`config.mk`:
```
export PLATFORM = sky130hd
export DESIGN_NAME = irq_ctrl_vec
export DESIGN_NICKNAME = d
export VERILOG_FILES = /design/src/rtl/irq_ctrl_vec.sv
export SDC_FILE = /design/constraint.sdc
export NUM_CORES = 1
export LEC_CHECK = 0
export CAP_MARGIN = 0
export CORE_ASPECT_RATIO = 0.8
export CORE_UTILIZATION = 45
export DETAILED_ROUTE_END_ITERATION = 6
export PLACE_DENSITY_LB_ADDON = 0.2
export SLEW_MARGIN = 30
export SYNTH_ARGS = -nofsm -noshare
export SYNTH_HDL_FRONTEND = slang
export SYNTH_SLANG_ARGS = --single-unit
```
`constraint.sdc`:
```
create_clock -name clk -period 5.4 [get_ports clk]
set_clock_uncertainty 0.15 [all_clocks]
set_input_delay 1.08 -clock clk [delete_from_list [all_inputs] [get_ports clk]]
set_output_delay 1.08 -clock clk [all_outputs]
set_load 0.02 [all_outputs]
```
`src/rtl/irq_ctrl_vec.sv`:
```
// irq_ctrl_vec: parametrised vectored interrupt controller, fixed priority
// (lowest source index wins), with a req/ack/eoi handshake to the CPU and an
// MMIO register bank (STATUS, ENABLE, MODE, ACK, INSERV, VECTOR).
//
// Optional feature macro: IRQ_NEST_EN (nested preemption of lower-priority
// service by higher-priority pending sources). Undefined by default.
//
// Ports:
//   clk, reset            clock, asynchronous active-high reset
//   src_in[NUM_SRC]       raw interrupt source lines
//   reg_wr/addr/wdata     one-cycle register write strobe, index, data
//   reg_rdata             read data, combinational from reg_addr
//   irq_req, irq_vec      request and winning vector to the CPU
//   irq_ack, irq_eoi      CPU acknowledge and end-of-interrupt pulses
module irq_ctrl_vec #(
  parameter int unsigned NUM_SRC     = 8,
  parameter int unsigned SYNC_STAGES = 2,
  localparam int unsigned VEC_W      = (NUM_SRC > 1) ? $clog2(NUM_SRC) : 1
) (
  input  logic               clk,
  input  logic               reset,
  input  logic [NUM_SRC-1:0] src_in,
  input  logic               reg_wr,
  input  logic [2:0]         reg_addr,
  input  logic [15:0]        reg_wdata,
  output logic [15:0]        reg_rdata,
  output logic               irq_req,
  output logic [VEC_W-1:0]   irq_vec,
  input  logic               irq_ack,
  input  logic               irq_eoi
);

  typedef enum logic [1:0] {ST_IDLE, ST_REQ, ST_SERVICE} state_e;

  logic [NUM_SRC-1:0] sync_q [SYNC_STAGES];
  logic [NUM_SRC-1:0] sync_d [SYNC_STAGES];
  logic [NUM_SRC-1:0] sprev_q, sprev_d;
  logic [NUM_SRC-1:0] status_q, status_d;
  logic [NUM_SRC-1:0] enable_q, enable_d;
  logic [NUM_SRC-1:0] mode_q, mode_d;
  logic [NUM_SRC-1:0] inserv_q, inserv_d;
  state_e             state_q, state_d;
  logic               irq_req_q, irq_req_d;
  logic [VEC_W-1:0]   irq_vec_q, irq_vec_d;

  logic [NUM_SRC-1:0] s, pend, pend_d, set_ev, w1c, take, eoi_clr;
  logic               unused_wdata;

  assign unused_wdata = ^reg_wdata;

  // Index of the lowest set bit, 0 when none.
  function automatic logic [VEC_W-1:0] lowest_idx(input logic [NUM_SRC-1:0] v);
    lowest_idx = '0;
    for (int i = NUM_SRC - 1; i >= 0; i--) begin
      if (v[i]) lowest_idx = VEC_W'(i);
    end
  endfunction

  // Isolate the lowest set bit as a one-hot mask.
  function automatic logic [NUM_SRC-1:0] lowest_bit(input logic [NUM_SRC-1:0] v);
    return v & (~v + NUM_SRC'(1));
  endfunction

`ifdef IRQ_NEST_EN
  // Pending source strictly outranks everything in service; one-hot masks
  // compare numerically in index order.
  function automatic logic preempts(input logic [NUM_SRC-1:0] p,
                                    input logic [NUM_SRC-1:0] sv);
    return (p != '0) && ((sv == '0) || (lowest_bit(p) < lowest_bit(sv)));
  endfunction
`endif

  // Next-state: synchroniser, register bank, handshake FSM.
  always_comb begin
    sync_d[0] = src_in;
    for (int k = 1; k < SYNC_STAGES; k++) sync_d[k] = sync_q[k-1];
    s       = sync_q[SYNC_STAGES-1];
    sprev_d = s;
    pend    = status_q & enable_q;
    set_ev  = (s & ~sprev_q & mode_q) | (s & ~mode_q);

    enable_d = (reg_wr && reg_addr == 3'd1) ? reg_wdata[NUM_SRC-1:0] : enable_q;
    mode_d   = (reg_wr && reg_addr == 3'd2) ? reg_wdata[NUM_SRC-1:0] : mode_q;
    w1c      = (reg_wr && reg_addr == 3'd3) ? reg_wdata[NUM_SRC-1:0] : '0;

    state_d = state_q;
    take    = '0;
    eoi_clr = '0;
    case (state_q)
      ST_IDLE: if (pend != '0) state_d = ST_REQ;
      ST_REQ: begin
        // A vanished request wins over a same-cycle ack.
        if (pend == '0) state_d = ST_IDLE;
        else if (irq_ack) begin
          take    = lowest_bit(pend);
          state_d = ST_SERVICE;
        end
      end
      ST_SERVICE: begin
`ifdef IRQ_NEST_EN
        if (irq_ack && preempts(pend, inserv_q)) take = lowest_bit(pend);
        if (irq_eoi) eoi_clr = lowest_bit(inserv_q);
`else
        if (irq_eoi) eoi_clr = inserv_q;
`endif
      end
      default: state_d = ST_IDLE;
    endcase

    inserv_d = (inserv_q & ~eoi_clr) | take;
    if (state_q == ST_SERVICE && inserv_d == '0) state_d = ST_IDLE;

    // Set beats clear so no event is lost.
    status_d = (status_q & ~(w1c | take)) | set_ev;

    // Outputs registered from next-state values so they track pend with no lag.
    pend_d    = status_d & enable_d;
    irq_vec_d = lowest_idx(pend_d);
    irq_req_d = (state_d == ST_REQ);
`ifdef IRQ_NEST_EN
    if (state_d == ST_SERVICE && preempts(pend_d, inserv_d)) irq_req_d = 1'b1;
`endif
  end

  // State registers.
  always_ff @(posedge clk or posedge reset) begin
    if (reset) begin
      for (int k = 0; k < SYNC_STAGES; k++) sync_q[k] <= '0;
      sprev_q   <= '0;
      status_q  <= '0;
      enable_q  <= '0;
      mode_q    <= '1;
      inserv_q  <= '0;
      state_q   <= ST_IDLE;
      irq_req_q <= 1'b0;
      irq_vec_q <= '0;
    end else begin
      for (int k = 0; k < SYNC_STAGES; k++) sync_q[k] <= sync_d[k];
      sprev_q   <= sprev_d;
      status_q  <= status_d;
      enable_q  <= enable_d;
      mode_q    <= mode_d;
      inserv_q  <= inserv_d;
      state_q   <= state_d;
      irq_req_q <= irq_req_d;
      irq_vec_q <= irq_vec_d;
    end
  end

  assign irq_req = irq_req_q;
  assign irq_vec = irq_vec_q;

  // Register read mux; unused bits and addresses read 0.
  always_comb begin
    reg_rdata = '0;
    case (reg_addr)
      3'd0:    reg_rdata = 16'(status_q);
      3'd1:    reg_rdata = 16'(enable_q);
      3'd2:    reg_rdata = 16'(mode_q);
      3'd4:    reg_rdata = 16'(inserv_q);
      3'd5:    reg_rdata = {(pend != '0), 15'(irq_vec_q)};
      default: reg_rdata = '0;
    endcase
  end

endmodule

```
# After elaboration in Yosys (flattened, before gate mapping)
# Cells that the tools add are included.
# W data, S select, Z words.
[totals]
register_bits = 62
latch_bits = 0
ramBits = 0
mem_bits_ro = 0
in_bits = 32
out_inout_bits = 20
elab_cells = 66
memories = 0
[op_classes]
add_sub_neg = 1
mul = 0
div_mod_pow = 0
n_lt_le_gt_ge = 0
n_eq_ne = 8
shift = 0
mux = 21
bitwise_logic = 17
reduce_logical = 9
[op_table]
columns = ["op", "count"]
rows = [
  ["$pmux W16 S5", 1],
  ["$and A8 B8 Y8", 8],
  ["$mux W8", 7],
  ["$not A8 Y8", 5],
  ["$or A8 B8 Y8", 4],
  ["$mux W3", 8],
  ["$logic_not A8 Y1", 2],
  ["$add A8 B1 Y8 const B", 1],
  ["$mux W2", 4],
  ["$reduce_bool A8 Y1", 1],
  ["$eq A3 B2 Y1 const B", 2],
  ["$eq A3 B3 Y1 const B", 2],
  ["$pmux W2 S3", 1],
  ["$eq A2 B1 Y1 const B", 2],
  ["$logic_and A1 B1 Y1", 4],
  ["$eq A3 B1 Y1 const B", 1],
  ["$logic_not A3 Y1", 1],
  ["$eq A2 B2 Y1 const B", 1],
  ["$logic_not A2 Y1", 1],
]

# Logic depth before layout (Yosys ltp)
[logic_depth]
depth_word = 20
depth_mapped = 8
depth_no_buf = 6

# Worst setup path after synthesis
# Ideal clock, no wire load.
[synth_path]
kind = "input-to-output"
start = "input reg_addr[0]"
end = "output reg_rdata[4]"
t_arrival_ns = 2.310
required_ns = 4.170
slack_ns = 1.860
path_stages = 5
path_buffers = 2
cell_sequence = "buf_2 > buf_1 > nor2b_1 > a21oi_1 > o21ai_0"
[synth_between]
elab_chain_len = 2
elab_cells_between_ends = 6
cone_classes = "4 x eq/ne; 1 x mux; 1 x reduce/logical"
[synth_rtl]
columns = ["element", "line", "text"]
rows = [
  ["from (decl)", "24", "input logic [2:0] reg_addr,"],
  ["$eq A3 B3 Y1, or another cell as far along", "156", "case (reg_addr)"],
  ["$pmux W16 S5 *", "156", ""],
  ["to (decl)", "26", "output logic [15:0] reg_rdata,"],
]
# Mark *: on every way between the ends. The rest lies on a longest branch, timed or not.

# Worst setup path after layout
[layout_path]
start = "input reg_addr[0]"
end = "output reg_rdata[0]"
# The elaborated chain is that of the path after synthesis.

==> flow_summary.toml <==
[outcome]
status = "finished, final reports clean"

[clocking]
cts_setup_buffers = 0
post_cts_resized = 0
cts.sinks = 62
clock_latency_ns = 0.35
clkTransAtPathRegs_ns = 0.06
cts_buffers = 9
cts_tree = "yes"
cts_root_buf = "clkbuf_8"
clk_path_buf_depth = 2
ctsHoldBuffers = 0
cts_htree_levels = 3

[power_and_ir_drop]
seqPwrFrac = 0.440
p_leak_nw = 1.413
peakVddDrop_mv = 0.1721
p_clk_frac = 0.304
pwr-share-comb = 0.256
swShare = 0.3045
p_sw_mw = 0.4427
internal_power_mw = 1.011
total_power_mw = 1.454
power_density_nw_per_um2 = 423.3

[floorplanning]
ios = 52
num_rows = 25
die_width_um = 90.08
start_util = 0.4699
die_h_um = 72.46
die_area_um2 = 6527
core_um2 = 5943

[drt]
wl_met2_mm = 2.796
met1_length_mm = 3.127
via_per_inst = 5.596
ant_nets = 0
drtIter0Drc = 165
highest_layer = "met4"
dr_wl_met3_um = 418
num_vias = 2037
first_pass_iters = 5
wl_per_cell_um = 17.56
wl_mm = 6.392
drcViolationCount = 0

[grt]
grt-ovfl-total = 0
grt_pass1_wl_mm = 10.35
antenna_found_initial = 0
grt_max_degree = 63
gr-usage-all-layers = 0.2147
grt_pass1_vias = 1986

[synth]
yosysUniqueCellTypes = 53
yosysSeqAreaShare = 0.5591
yosys.area_share.adder = 0
synth_top_flop_cell = "dfrtp_1"
synth_mux_area_frac = 0.1062
synth_edf_count = 0
synth_compound_area_frac = 0.1617
synth_area_um2 = 2793
synth_top_area_share = 0.4839
synth-simple-area-share = 0.1241
synth_top_family_by_area = "compound AO/OA/AOI/OAI gates"
avgSynthCellArea_um2 = 11.78
postSynthCellCount = 237
yosys_register_bits = 62
synth_xor_area_frac = 0
synth_area_leaders = "dfrtp_1, dfstp_2, mux2_2"
synth_top_cell_by_area = "dfrtp_1"
postSynth.asyncResetShare = 1.000
yosysWarnings = 0

[setup_path]
end_kind = "output port"
reg2reg_from = "enable_q[4]$_DFF_PP0_"
crit_path_start_kind = "input port"
cp-startpoint = "reg_addr[0]"
crit_required_ns = 4.17
crit_type = "input port to output port"
worstPathMaxFanout = 11
cp.arrival_ns = 3.38

[final_layout]
drive_gt1_frac = 0.1873
nFillCells = 515
antenna_cells = 0
final_cell_mix = "dfrtp_1, clkdlybuf4s50_1, nand2_1, mux2_2, clkbuf_8"
final_common_cell = "dfrtp_1"
area_delta_synth_final_pct = 22.98
fin_area_um2 = 3435
nets = 310
final_util = 0.5779

[timing]
fin_tns_setup_ns = 0
setup_viol = 0
worst_hold_slack_ns = 0.1983
maxSlewHeadroom = 0.4967
hold_viol_final = 0
finalMaxSlewViolations = 0
final.period_utilization = 0.8538
period_needed_ns = 4.610
rsz0062_at_grt = "false"
fmax_mhz = 216.9
worst_pin_slew_ns = 0.7550

[placement]
portBuffers = 36
dp_hpwl_mm = 4.410
placedInstanceArea_um2 = 3219
place.gp.congestion = 0.8784

[worst_hold_path]
min_from = "sync_d[3]$_DFF_PP0_"
hold_path_class = "register to register"

[run]
cap_violations = 0
[Yosys cell counts (all sizes together), types with 2 or more instances]
cell      n
inv      10
and2      2
a32o      4
a211oi    3
o21ai     8
nor2      7
o221ai    3
nand3b    2
nor2b     3
dfstp     8
a32oi     2
a21oi     6
a2111oi   2
o22a      3
nor4bb    2
nand2    29
a21boi    8
mux2i     6
buf      13
mux2     15
a222oi    4
a22oi     3
dfrtp    54
nand4bb   2
mux4      3
clkbuf    4
o31ai     3
nand3     5
nand4     4
[power groups by stage]
stage          Clock [mW]  Combinational [mW]  Sequential [mW]
6_report            0.442               0.372            0.640
5_1_grt             0.470               0.401            0.655
4_1_cts             0.452               0.371            0.639
3_5_place_dp            0               0.370            0.646
3_3_place_gp            0               0.365            0.643
2_1_floorplan           0               0.241            0.637
[worst paths after layout]
check / slack (ns) / to / cells past startpoint
min in group asynchronous: 1.12 / sync_d[3]$_DFF_PP0_ / 3
worst min-delay path: 0.20 / s[3]$_DFF_PP0_ / 0
worst max-delay path: 0.79 / reg_rdata[0] / 5
worst min register to register: 0.20 / s[3]$_DFF_PP0_ / 0
worst max register to register: 2.88 / irq_vec[1]$_DFF_PP0_ / 5
max in group asynchronous: 3.48 / state_q[1]$_DFF_PP0_ / 3
[worst max-delay path, cell delays in order]
cell and delay [ns]:
clkdlybuf4s50_1 0.86, mux4_2 0.57, nor2b_1 0.14, a31o_2 0.20, clkdlybuf4s50_1 0.53
[metrics by stage]
| step | cells | worst slack [ns] |
|---|---|---|
| finish | 364 | 0.7895 |
| CTS | 364 | 0.7726 |
| floorplan | 243 | 1.860 |
| global route | 364 | 0.6796 |
| global placement | 348 | 0.7851 |
| detailed placement | 348 | 0.7832 |
[layout make-up]
type | instances | area (µm²) | area share
flip-flops and latches | 62 | 1562 | 0.4546
multi-input cells | 154 | 1121 | 0.3264
repair buffers | 41 | 397.9 | 0.1158
clock buffers | 12 | 145.1 | 0.04226
well taps | 81 | 101.3 | 0.02951
clock inverters | 4 | 70.07 | 0.02040
inverters | 10 | 37.54 | 0.01093
[cells by family after synthesis]
kind of cell	after synthesis
other	1
multiplexers	24
flip-flops	62
buffers and inverters	27
AND/OR/NAND/NOR	66
AO/OA/AOI/OAI	57
[flip-flops by register name, indices dropped and copies added, names as in the netlist]
name / count
state_q: 2
mode_q: 8
irq_vec: 3
sync_d: 8
s: 8
enable_q: 8
irq_req: 1
status_q: 8
inserv_q: 8
sprev_q: 8
[routing by layer]
layer / vias up / GRT usage
met5: - / 0
met4: 0 / 0.08781
met3: 5 / 0.06184
met2: 81 / 0.3138
met1: 1003 / 0.3023
li1: 948 / -
Power figures use the tool's default switching activity.
